<file path="src/rtl/namuru_corr_pkg.sv">
// Shared constants for the tracking-channel correlator: default widths,
// chip-to-sign mapping and saturation bounds for the default accumulator width.
package namuru_corr_pkg;

    localparam int IN_W_DEF  = 3;
    localparam int ACC_W_DEF = 16;
    localparam int CNT_W_DEF = 12;

    // A chip value of 1 negates the sample; 0 passes it through.
    localparam logic CHIP_NEG = 1'b1;

    localparam int ACC_SAT_MAX = (2 ** (ACC_W_DEF - 1)) - 1;
    localparam int ACC_SAT_MIN = -(2 ** (ACC_W_DEF - 1));

endpackage

</file>
<file path="src/rtl/epl_acc_lane.sv">
// One signed saturating integrate-and-dump accumulator plus its latched output
// register; the top instantiates one per early/prompt/late x I/Q combination.
module epl_acc_lane
    import namuru_corr_pkg::*;
#(
    parameter int IN_W  = IN_W_DEF,
    parameter int ACC_W = ACC_W_DEF
) (
    input  logic                    clk,
    input  logic                    rstn,
    input  logic                    clear,
    input  logic                    sample_enable,
    input  logic                    dump,
    input  logic                    chip,
    input  logic signed [IN_W-1:0]  x,
    output logic signed [ACC_W-1:0] sum_out
);

    // Bounds expressed one bit wider than the accumulator so the raw sum can exceed them.
    localparam logic signed [ACC_W:0] SAT_MAX = {2'b00, {(ACC_W-1){1'b1}}};
    localparam logic signed [ACC_W:0] SAT_MIN = {2'b11, {(ACC_W-1){1'b0}}};

    logic signed [ACC_W-1:0] acc;
    logic signed [ACC_W-1:0] acc_next;
    logic signed [ACC_W:0]   x_ext;
    logic signed [ACC_W:0]   term;
    logic signed [ACC_W:0]   raw_sum;
    logic signed [ACC_W:0]   sat_sum;

    always_comb begin
        x_ext   = {{(ACC_W+1-IN_W){x[IN_W-1]}}, x};
        // Extra headroom bit lets the most-negative sample negate to its positive magnitude.
        term    = (chip == CHIP_NEG) ? -x_ext : x_ext;
        raw_sum = {acc[ACC_W-1], acc} + term;
        sat_sum = raw_sum;
        if (raw_sum > SAT_MAX) begin
            sat_sum = SAT_MAX;
        end else if (raw_sum < SAT_MIN) begin
            sat_sum = SAT_MIN;
        end
        acc_next = sample_enable ? sat_sum[ACC_W-1:0] : acc;
    end

    always_ff @(posedge clk or negedge rstn) begin
        if (!rstn) begin
            acc     <= '0;
            sum_out <= '0;
        end else if (clear) begin
            acc <= '0;
        end else if (dump) begin
            sum_out <= acc_next;
            acc     <= '0;
        end else begin
            acc <= acc_next;
        end
    end

endmodule

</file>
<file path="src/rtl/epl_accumulator.sv">
// Early/prompt/late I/Q correlator for one channel: six integrate-and-dump lanes,
// a per-dump sample counter, and the fresh-data / overrun flags read by firmware.
module epl_accumulator
    import namuru_corr_pkg::*;
#(
    parameter int IN_W  = IN_W_DEF,
    parameter int ACC_W = ACC_W_DEF,
    parameter int CNT_W = CNT_W_DEF
) (
    input  logic                    clk,
    input  logic                    rstn,
    input  logic                    prn_key_enable,
    input  logic                    sample_enable,
    input  logic signed [IN_W-1:0]  i_bb,
    input  logic signed [IN_W-1:0]  q_bb,
    input  logic                    early,
    input  logic                    prompt,
    input  logic                    late,
    input  logic                    dump_enable,
    input  logic                    read_ack,
    output logic signed [ACC_W-1:0] i_early,
    output logic signed [ACC_W-1:0] q_early,
    output logic signed [ACC_W-1:0] i_prompt,
    output logic signed [ACC_W-1:0] q_prompt,
    output logic signed [ACC_W-1:0] i_late,
    output logic signed [ACC_W-1:0] q_late,
    output logic [CNT_W-1:0]        sample_count,
    output logic                    accum_valid,
    output logic                    new_data,
    output logic                    overrun
);

    logic [CNT_W-1:0] cnt;
    logic [CNT_W-1:0] cnt_next;
    logic             dump;

    // prn_key_enable masks any coincident dump so lanes and flags see one consistent view.
    assign dump = dump_enable && !prn_key_enable;

    always_comb begin
        cnt_next = cnt;
        if (sample_enable && (cnt != {CNT_W{1'b1}})) begin
            cnt_next = cnt + 1'b1;
        end
    end

    epl_acc_lane #(.IN_W(IN_W), .ACC_W(ACC_W)) u_i_early (
        .clk(clk), .rstn(rstn), .clear(prn_key_enable), .sample_enable(sample_enable),
        .dump(dump), .chip(early), .x(i_bb), .sum_out(i_early)
    );
    epl_acc_lane #(.IN_W(IN_W), .ACC_W(ACC_W)) u_q_early (
        .clk(clk), .rstn(rstn), .clear(prn_key_enable), .sample_enable(sample_enable),
        .dump(dump), .chip(early), .x(q_bb), .sum_out(q_early)
    );
    epl_acc_lane #(.IN_W(IN_W), .ACC_W(ACC_W)) u_i_prompt (
        .clk(clk), .rstn(rstn), .clear(prn_key_enable), .sample_enable(sample_enable),
        .dump(dump), .chip(prompt), .x(i_bb), .sum_out(i_prompt)
    );
    epl_acc_lane #(.IN_W(IN_W), .ACC_W(ACC_W)) u_q_prompt (
        .clk(clk), .rstn(rstn), .clear(prn_key_enable), .sample_enable(sample_enable),
        .dump(dump), .chip(prompt), .x(q_bb), .sum_out(q_prompt)
    );
    epl_acc_lane #(.IN_W(IN_W), .ACC_W(ACC_W)) u_i_late (
        .clk(clk), .rstn(rstn), .clear(prn_key_enable), .sample_enable(sample_enable),
        .dump(dump), .chip(late), .x(i_bb), .sum_out(i_late)
    );
    epl_acc_lane #(.IN_W(IN_W), .ACC_W(ACC_W)) u_q_late (
        .clk(clk), .rstn(rstn), .clear(prn_key_enable), .sample_enable(sample_enable),
        .dump(dump), .chip(late), .x(q_bb), .sum_out(q_late)
    );

    // Firmware handshake: new_data rises on each dump and stays high until a
    // read_ack cycle; a dump while new_data is still high (and unacknowledged
    // that same cycle) raises overrun, which only a channel restart clears.
    always_ff @(posedge clk or negedge rstn) begin
        if (!rstn) begin
            cnt          <= '0;
            sample_count <= '0;
            accum_valid  <= 1'b0;
            new_data     <= 1'b0;
            overrun      <= 1'b0;
        end else if (prn_key_enable) begin
            cnt         <= '0;
            accum_valid <= 1'b0;
            new_data    <= 1'b0;
            overrun     <= 1'b0;
        end else begin
            accum_valid <= dump;
            if (dump) begin
                sample_count <= cnt_next;
                cnt          <= '0;
                new_data     <= 1'b1;
                if (new_data && !read_ack) begin
                    overrun <= 1'b1;
                end
            end else begin
                cnt <= cnt_next;
                if (read_ack) begin
                    new_data <= 1'b0;
                end
            end
        end
    end

endmodule

</file>
<file path="config.mk">
export PLATFORM = sky130hd
export DESIGN_NAME = epl_accumulator
export DESIGN_NICKNAME = d
export VERILOG_FILES = /design/src/rtl/namuru_corr_pkg.sv /design/src/rtl/epl_acc_lane.sv /design/src/rtl/epl_accumulator.sv
export SDC_FILE = /design/constraint.sdc
export NUM_CORES = 1
export LEC_CHECK = 0
export BUFFER_PORTS_ARGS = -buffer_cell sky130_fd_sc_hd__buf_2
export CORE_UTILIZATION = 45
export CTS_CLUSTER_SIZE = 14
export DETAILED_ROUTE_END_ITERATION = 6
export HOLD_SLACK_MARGIN = 0.06
export PLACE_DENSITY = 0.63
export RECOVER_POWER = 100
export SLEW_MARGIN = 20
export SYNTH_ARGS = -nofsm -noshare
export SYNTH_HDL_FRONTEND = slang
export SYNTH_SLANG_ARGS = --single-unit
</file>
<file path="constraint.sdc">
create_clock -name clk -period 3.65 [get_ports clk]
set_input_delay 0 -clock clk [delete_from_list [all_inputs] [get_ports clk]]
set_output_delay 0 -clock clk [all_outputs]
set_load 0.02 [all_outputs]
</file>
==> Word level (Yosys, flattened, before mapping) <==
Index checks and enable logic that the tools add are counted.
W data, S select, Z words.
{ "word_totals": {"reg_bits": 219, "in_bits": 15} }
{ "op_classes": {"addsub": 9, "magnitude_cmp": 12, "n_eq_ne": 1, "mux": 46, "n_bitwise": 1, "n_reduce_logical": 10} }
{ "op_table": {"columns": ["op", "n"], "rows": [
  ["$mux W16", 30],
  ["$add A17 B17 Y17", 6],
  ["$gt A17 B16 Y1 const B", 6],
  ["$lt A17 B16 Y1 const B", 6],
  ["$mux W17", 6],
  ["$mux W12", 3],
  ["$neg A3 Y17", 2],
  ["$add A12 B1 Y12 const B", 1],
  ["$ne A12 B12 Y1 const B", 1],
  ["$mux W1", 7],
  ["$reduce_and A2 Y1", 2],
  ["$reduce_bool A2 Y1", 2],
  ["$logic_and A1 B1 Y1", 3],
  ["$reduce_bool A3 Y1", 1],
  ["$logic_not A1 Y1", 2],
  ["$not A1 Y1", 1]
]} }

==> Logic depth before layout (Yosys ltp) <==
Gate-level depths: netlist of run 1.
{ "logic_depth": {"depth_word": 9, "depth_mapped": 17, "depth_no_buf": 15} }

==> Hierarchy <==
Synthesis of run 1 repeated with hierarchy kept, for this count alone.
{ "hier_totals": {"cells_unflattened": 1783, "area_unflattened_um2": 15707.6} }
{ "by_module_without_submodules": {"columns": ["module", "instances", "cells_each", "area_each_um2"], "rows": [
  ["epl_acc_lane (u_i_late ...)", 3, 276, 2439.8],
  ["epl_acc_lane (u_q_prompt)", 1, 301, 2539.9],
  ["epl_acc_lane (u_i_prompt)", 1, 276, 2338.5],
  ["epl_acc_lane (u_i_early)", 1, 256, 2258.4],
  ["epl_accumulator", 1, 122, 1251.2]
]} }

==> Worst setup path before layout of run 1 <==
Ideal clock, no wire load.
{ "synth_timing": {"kind": "input to register", "startpoint": "in i_bb[1]", "endpoint": "reg u_i_prompt.acc[12]", "setup_ns": 0.087, "arrival_ns": 2.951, "slack_ns": 0.611, "cell_stages": 15, "path_buffers": 1, "path_cell_list": "inv_1 > ha_1 > inv_1 > ha_1 > mux2i_1 > inv_1 > ha_1 > inv_1 > o41ai_4 > a311o_2 > a21oi_2 > or2_1 > buf_6 > maj3_2 > a211oi_2"} }
{ "synth_via": {"elab_chain_cells": 9, "word_cells_on_any_way": 10} }
{ "synth_lines": {"columns": ["item", "line_no", "source"], "rows": [
  ["start, declared", "epl_accumulator.sv:14", "input logic signed [IN_W-1:0] i_bb,"],
  ["$neg A3 Y17", "epl_acc_lane.sv:33", "term = (chip == CHIP_NEG) ? -x_ext : x_ext;"],
  ["$mux W17 (*)", "epl_acc_lane.sv:33", null],
  ["$add A17 B17 Y17 (*)", "epl_acc_lane.sv:34", "raw_sum = {acc[ACC_W-1], acc} + term;"],
  ["$lt A17 B16 Y1", "epl_acc_lane.sv:38", "end else if (raw_sum < SAT_MIN) begin"],
  ["$mux W16", "epl_acc_lane.sv:38", null],
  ["$mux W16 (*)", "epl_acc_lane.sv:36", "if (raw_sum > SAT_MAX) begin"],
  ["$mux W16 (*)", "epl_acc_lane.sv:41", "acc_next = sample_enable ? sat_sum[ACC_W-1:0] : acc;"],
  ["$mux W16 (*)", "epl_acc_lane.sv:50", "end else if (dump) begin"],
  ["$mux W16 (*)", "epl_acc_lane.sv:48", "end else if (clear) begin"],
  ["end signal, assigned", "epl_acc_lane.sv:54", "acc <= acc_next;"],
  ["end, declared", "epl_acc_lane.sv:23", "logic signed [ACC_W-1:0] acc;"]
]} }
Every way passes the cells marked *; elsewhere a longest branch is shown, timed or not.
A chain may end at the register's enable or synchronous reset.

==> Worst setup path after layout of run 1 <==
{ "layout_timing": {"startpoint": "in q_bb[0]", "endpoint": "reg u_q_prompt.acc[4]"} }
{ "layout_via": {"elab_chain_cells": 9, "word_cells_on_any_way": 10} }
{ "layout_lines": {"columns": ["item", "line_no", "source"], "rows": [
  ["start, declared", "epl_accumulator.sv:15", "input logic signed [IN_W-1:0] q_bb,"],
  ["$neg A3 Y17", "epl_acc_lane.sv:33", null],
  ["$mux W17 (*)", "epl_acc_lane.sv:33", null],
  ["$add A17 B17 Y17 (*)", "epl_acc_lane.sv:34", null],
  ["$lt A17 B16 Y1", "epl_acc_lane.sv:38", null],
  ["$mux W16", "epl_acc_lane.sv:38", null],
  ["$mux W16 (*)", "epl_acc_lane.sv:36", null],
  ["$mux W16 (*)", "epl_acc_lane.sv:41", null],
  ["$mux W16 (*)", "epl_acc_lane.sv:50", null],
  ["$mux W16 (*)", "epl_acc_lane.sv:48", null],
  ["end signal, assigned", "epl_acc_lane.sv:54", null],
  ["end, declared", "epl_acc_lane.sv:23", null]
]} }
Marked as above.

==> key figures, run 1 <==
Finish
  • Layout cell share with drive strength beyond 1: 8.59%
  • Layout Nets: 1929
  • Final Cell Area: 16800 um2
  • Area growth, synth to finish: 13.7%
  • Fill count: 3102
  • Post-Layout Cell Count: 2261

Yosys
  • Syn avg cell area: 8.88 um2
  • Count of state elements after synthesis: 219
  • Mapped cell area: 14800 um2
  • Synth unique cells: 84
  • Sequential area share after synthesis: 37.1%
  • Yosys top cell area share: ~37%
  • Top-count cell post-synth: dfrtp_1
  • Post-synth top area cell: dfrtp_1
  • Synth area leaders: dfrtp_1, ha_1, a21oi_1, nand2_1, o21ai_0
  • Number of synthesized flops with an enable pin: 0
  • Synth Net Count: approximately 1800
  • Synthesized instance count: 1664
  • Yosys Warn Count: 0
  • Synth cell count leaders: dfrtp_1, nand2_1, a21oi_1
  • Ys flop type: dfrtp_1
  • Asr flop ratio synth: 100%

Placement
  • GP Congestion: around 0.91
  • Placed inst area: 16100 um2
  • Placed cells: 2205
  • Count of buffers from port buffering: 125
  • Post-detail-place hpwl: about 29000 um
  • Setup Slack @ Placement: ~0.029 ns

Power
  • Clock network fraction of design power: between 30% and 40%
  • Pleak: 7.68 nW
  • Pwr dens: slightly below 500 nW/um2
  • Switching Fraction: a little over a third
  • Sw Pwr: roughly 2.9 mW
  • Max IR drop VDD: 0.323 mV
  • Power Internal: around 5.2 mW
  • Seq pwr share: between 30 and 40%
  • Part of the power in combinational logic: 31.1%

Floorplan
  • Core Area: ~32000 um2
  • Die footprint: 33600 um2
  • Row cnt: 66
  • Initial Util: 45.5%
  • Die Y: around 180 um
  • Die width: 183 um
  • I/O Pins: 126

Clock tree
  • H-tree levels: 1
  • TritonCTS buffer count: 26
  • Max Root-Sink Buffers: 3
  • CTS tree: built
  • CTS Root Cell: clkbuf_16
  • Worst-path clk slew: around 0.060 ns
  • Num Clock Sinks: around 220
  • Post-CTS setup buffers: 0
  • Clock Latency Late Sink: between 0.5 and 0.6 ns

Worst setup path
  • WS Path Type: in -> reg
  • WP data arrival: 3.88 ns
  • Crit end category: flop
  • Crit path required time: 4.08 ns
  • CP max stage delay: approximately 0.53 ns
  • CP max stage cell: dlygate4sd3_1
  • R2R Setup Slk: about 0.29 ns
  • Max FO, Critical Path: 11
  • Crit-path cells: dlygate4sd3_1 > buf_2 > inv_1 > ha_1 > inv_1 > ha_1 > nand2_1 > nand2_1 > ha_1 > a21o_1 > a21o_1 > a221oi_2 > a21oi_1 > a31o_1 > and2_2 > maj3_1 > a211oi_1
  • Bufs and invs on worst path: 4
  • Crit-path leading delay family: compound AO/OA/AOI/OAI gates
  • Crit path top cell by count: ha_1
  • Critical path startpoint category: primary input

Route
  • Via Count: 13091
  • Post-route ant nets: 0
  • DR WL/cell: approximately 18 um
  • Vias per std cell: about 5.8
  • DRC: 0
  • DR pass1 iterations: 5
  • Starting DRT DRC Count: 917
  • Routed wire length: 40800 um

Run
  • Max-Cap Viols: 1

Hold path
  • Min-delay worst type: in -> reg

STA
  • Final setup vio count: 0
  • Slew headroom: -64.8%
  • Final hold vios: 0
  • Fin Clk Skew: around 0.024 ns
  • Worst-margin pin slew: ~2.5 ns
  • Hold WS: 0.187 ns
  • Slew Limit Fails: 93
  • Setup ws final: between 0.15 and 0.2 ns
  • Tcrit/Tclk final: approximately 95%
  • FMAX: 290 MHz
  • Minimum clock period: approximately 3.5 ns

Global route
  • Overflow after GRT: 0
  • Largest net degree at the start of global routing: 94
  • Initial antenna violation count: 0
  • Number of global-route vias before repair: roughly 13000
  • First-pass GRT wire length: about 67000 um
  • Total Routing Usage GR: 24.5%

Outcome
  • Violated checks: max-capacitance violations, max-slew violations
  • Status: finished with violations
placed cells by master (no fill, tap or decap), types with 8 or more instances in the layout:
master and n:
ha_1 109, o22ai_1 29, a211oi_1 28, o21bai_1 16
o31ai_1 20, mux2i_1 9, clkbuf_16 26, and2_1 10
a21oi_1 143, xnor2_1 44, buf_4 50, and3_1 26
nand3_1 24, a21o_1 49, nor3_1 26, o221ai_1 15
a22oi_1 8, clkbuf_1 122, a31oi_1 27, nand4_1 11
o211ai_1 26, nand2b_1 11, buf_2 11, nor2b_1 21
inv_1 32, o21ai_0 134, a311oi_1 8, xor2_1 46
nand2_1 178, maj3_1 18, nor2_1 140, o21a_1 18
dfrtp_1 219, dlygate4sd3_1 8, o21ai_1 30
logic make-up (layout without fill, tap and decap cells):
logic type      after synthesis  count (layout)  share of synthesized area, %
mux                          14              14                         0.982
flops                       219             219                          37.1
compound gates              603             603                          26.7
xor+xnor                     91              91                          5.49
fa+ha+maj                   138             138                          11.7
simple gates                479             479                          14.8
buf+inv                     120             273                          3.28
other cells                   0               2                             0
worst paths after layout:
check / startpoint / endpoint / cells past startpoint
worst min register to register: u_i_prompt.sum_out[6] / u_i_prompt.sum_out[6] / 2
worst min-delay path: i_bb[0] / u_i_early.acc[0] / 5
max in group asynchronous: rstn / cnt[1] / 3
worst max register to register: u_i_prompt.acc[0] / u_i_prompt.acc[8] / 11
worst max-delay path: q_bb[0] / u_q_prompt.acc[4] / 17
min in group asynchronous: rstn / u_q_early.sum_out[14] / 2
what timing repair did:
action,in CTS,in global routing
endpoints found under the setup margin,0,57
hold buffers,8,0
endpoints found under the hold margin,121,0
resized for setup,0,10
sequential cells by signal, indices dropped and copies added (netlist names):
| register | cells |
|---|---|
| accum_valid | 1 |
| cnt | 12 |
| new_data | 1 |
| overrun | 1 |
| sample_count | 12 |
| u_i_early.acc | 16 |
| u_i_early.sum_out | 16 |
| u_i_late.acc | 16 |
| u_i_late.sum_out | 16 |
| u_i_prompt.acc | 16 |
| u_i_prompt.sum_out | 16 |
| u_q_early.acc | 16 |
| u_q_early.sum_out | 16 |
| u_q_late.acc | 16 |
| u_q_late.sum_out | 16 |
| u_q_prompt.acc | 16 |
| u_q_prompt.sum_out | 16 |
layout make-up:
| type | instances | area (um2) | area share (%) |
|---|---|---|---|
| Multi-Input combinational cell | 1325 | 8750 | 52.1 |
| Sequential cell | 219 | 5480 | 32.6 |
| Timing Repair Buffer | 194 | 1020 | 6.07 |
| Clock buffer | 35 | 724 | 4.31 |
| Tap cell | 442 | 553 | 3.29 |
| Clock inverter | 11 | 150 | 0.893 |
| Inverter | 33 | 124 | 0.737 |
| Antenna cell | 2 | 5.00 | 0.0298 |
power groups by stage:
stage	Clock [mW]	Combinational, mW	Sequential (mW)
floorplan	0	1.55	3.15
global placement	0	2.56	2.93
detailed placement	0	2.60	2.94
CTS	2.73	2.62	2.90
global route	2.83	2.80	2.93
finish	2.67	2.52	2.90
worst register-to-register path: cells and delay by family (launching register included):
family / cells / cell delay [ns]
compound gates: 5 / 1.28
fa+ha+maj: 3 / 1.04
simple gates: 2 / 0.38
buf+inv: 1 / 0.18
flops: 1 / 0.38
routing by layer:
layer	GRT usage [%]	part of all wire [%]
met3	3.40	4.5
met4	7.77	2.4
met5	0	0
met1	34.3	48
met2	39.1	45
stage by stage:
step           power [mW]  utilization (%)  setup TNS (ns)
6_report             8.09             51.8               0
5_1_grt              8.56             51.8        -0.00907
4_1_cts              8.25             52.6               0
3_5_place_dp         5.54             49.7               0
3_3_place_gp         5.50             49.7               0
2_1_floorplan        4.70                -               0
Power figures use the tool's default switching activity.
==> run 2, diff against run 1 <==
SYNTH_HIERARCHICAL = 1   (was not set)
==> run 2 against run 1 <==
Effect of this change: the run still ends with max-capacitance violations, max-slew violations left; critical path depth decreased by 1; combinational power grew 40%; hold slack worse by 0.085 ns; largest power group is now combinational cells.
==> key figures, run 2 <==
Outcome
  • Status: finished with violations
  • Violated checks: max-capacitance violations, max-slew violations

Yosys
  • Syn avg cell area: 8.81 um2
  • Sequential area share after synthesis: roughly a third
  • Synthesized instance count: 1783
  • Yosys top cell area share: 34.9%
  • Count of state elements after synthesis: 219
  • Synth area leaders: dfrtp_1, ha_1, a21oi_1, o21ai_0, nand2_1
  • Synth cell count leaders: dfrtp_1, a21oi_1, nand2_1
  • Number of synthesized flops with an enable pin: 0
  • Yosys Warn Count: 6
  • Post-synth top area cell: dfrtp_1
  • Mapped cell area: 15700 um2
  • Synth unique cells: 92
  • Asr flop ratio synth: 100%
  • Ys flop type: dfrtp_1
  • Synth Net Count: 1925
  • Top-count cell post-synth: dfrtp_1

Worst setup path
  • Max FO, Critical Path: 11
  • Crit end category: flop
  • R2R Path Start: u_q_early/acc[0]
  • WP data arrival: 3.92 ns
  • Crit path required time: 4.11 ns
  • R2R Setup Slk: 0.50 ns
  • WS Path Type: in -> reg
  • Critical path startpoint category: primary input
  • CP Launch Point: q_bb[0]

Route
  • DR pass1 iterations: 5
  • DRC: 0
  • Post-route ant nets: 0
  • Starting DRT DRC Count: 894
  • Via Count: approximately 14000
  • Routed wire length: 42700 um
  • Vias per std cell: ~5.8
  • DR WL/cell: 17.9 um

Placement
  • GP Congestion: between 0.9 and 1
  • Placed cells: 2319
  • Count of buffers from port buffering: 125
  • Post-detail-place hpwl: a little over 30000 um

Floorplan
  • Die footprint: 35700 um2
  • Row cnt: 68
  • Die Y: 189 um
  • I/O Pins: 126
  • Die width: 189 um
  • Initial Util: 45.6%
  • Core Area: 34500 um2

Power
  • Pleak: 7.69 nW
  • Design Power: 9.57 mW
  • Pwr dens: 539 nW/um2
  • Max IR drop VDD: 0.362 mV

STA
  • Worst-margin pin slew: 2.68 ns
  • Final hold vios: 0
  • Fin Clk Skew: 0.0128 ns
  • Final setup vio count: 0
  • Slew Limit Fails: 102
  • Minimum clock period: ~3.5 ns
  • Tcrit/Tclk final: 94.9%
  • Slew headroom: -78.6%
  • FMAX: 289 MHz

Global route
  • Number of global-route vias before repair: around 13000
  • Total Routing Usage GR: 23.9%
  • Largest net degree at the start of global routing: 103
  • First-pass GRT wire length: 69800 um
  • Initial antenna violation count: 4
  • Overflow after GRT: 0
  • Routing usage on met1: 32.0%
  • Met3 Track Usage GR: between 3 and 4%
  • GR peak layer: met2
  • Met2 Track Usage GR: 39.8%

Clock tree
  • TritonCTS buffer count: 27
  • Worst-path clk slew: 0.06 ns
  • H-tree levels: 1
  • CTS tree: built
  • Num Clock Sinks: approximately 220
  • Clock Latency Late Sink: 0.56 ns
  • Max Root-Sink Buffers: 3
  • CTS Root Cell: clkbuf_16

Finish
  • Area growth, synth to finish: 13.0%
  • Post-Layout Cell Count: between 2000 and 2500
  • Commonest non-fill, non-tap cells in the layout: dfrtp_1, a21oi_1, nand2_1, o21ai_0, nor2_1
  • Final core utilization: 51.5%
  • Layout Nets: about 2000
  • Layout cell share with drive strength beyond 1: 10.5%
  • Commonest non-fill, non-tap cell in the layout: dfrtp_1

Run
  • Max-Cap Viols: 1

Hold path
  • Min-delay worst type: in -> reg
  • Min-Delay Startpoint: prn_key_enable
==> run 2: cell count changes in the layout (fill, tap and decap cells not counted), sizes merged, moves of 15 or more <==
cell,change
a21o,-16
a21oi,+26
a31oi,+18
inv,+22
nand2,-15
nand2b,+32
o21a,+26
o21ai,+28
o221ai,-15
==> run 2: logic make-up after synthesis <==
logic type / count (synthesis) / synth area share [%]
xor gates and xnor gates: 89 / 5.08
AOI/OAI and AO/OA: 673 / 27.5
muxes: 14 / 0.892
buffers and inverters: 137 / 4.09
adders and majority gates: 153 / 12.1
DFF: 219 / 34.9
and+or+nand+nor: 498 / 15.3
==> run 2: worst paths after layout <==
kind,endpoint,cells past startpoint
worst max register to register,u_q_early/acc[4],9
min in group asynchronous,u_i_prompt/acc[11],2
worst min register to register,sample_count[2],2
worst max-delay path,u_q_early/acc[4],16
max in group asynchronous,u_q_early/acc[12],3
worst min-delay path,sample_count[3],4
==> run 2: worst max-delay path: stages <==
cell and delay (ns):
dlygate4sd3_1 0.56, buf_2 0.18, inv_1 0.09, ha_1 0.14, inv_1 0.04, ha_1 0.17
mux2i_2 0.25, inv_1 0.21, ha_2 0.46, o21ai_2 0.07, a211oi_2 0.24, a21boi_0 0.26
nor3_1 0.12, or2_1 0.41, maj3_1 0.45, a211oi_1 0.24
==> run 2: final cells by class <==
class                   count  area, um2
diodes                      5       12.5
clock buffers              31        711
clock inverters            18        258
fillers                  3324      16700
inverters                  55        206
multi-input cells        1427       9600
flip-flops and latches    219       5480
well taps                 455        569
repair buffers            175        905
==> run 2: power breakdown <==
group	internal (mW)	total, mW	switching [mW]
combinational	1.31	3.54	2.22
clock	1.82	2.94	1.12
sequential	2.82	3.09	0.273
==> run 2: repair_timing <==
| item | CTS | global route |
|---|---|---|
| hold buffers | 9 | 0 |
| resized for setup | 0 | 11 |
| endpoints found under the hold margin | 134 | 0 |
| endpoints found under the setup margin | 0 | 78 |
| setup buffers | 0 | 3 |
==> run 2: through the flow <==
stage	instance area [um2]	hold slack [ns]	setup TNS [ns]	setup WS, ns
floorplan	15700	-0.296	0	0.725
global placement	16800	0.113	0	0.159
detailed placement	16800	0.125	0	0.123
CTS	17900	0.0826	0	0.112
global route	17700	0.139	-0.0135	-0.0135
finish	17700	0.102	0	0.188
==> run 2: routing by layer <==
layer  wire length, um  vias to the layer above  share of wire, %
li1                  -                     6830                 -
met1             19500                     6698                46
met2             20300                      339                47
met3              2160                       54               5.1
met4               759                        2               1.8
met5                13                        -             0.030
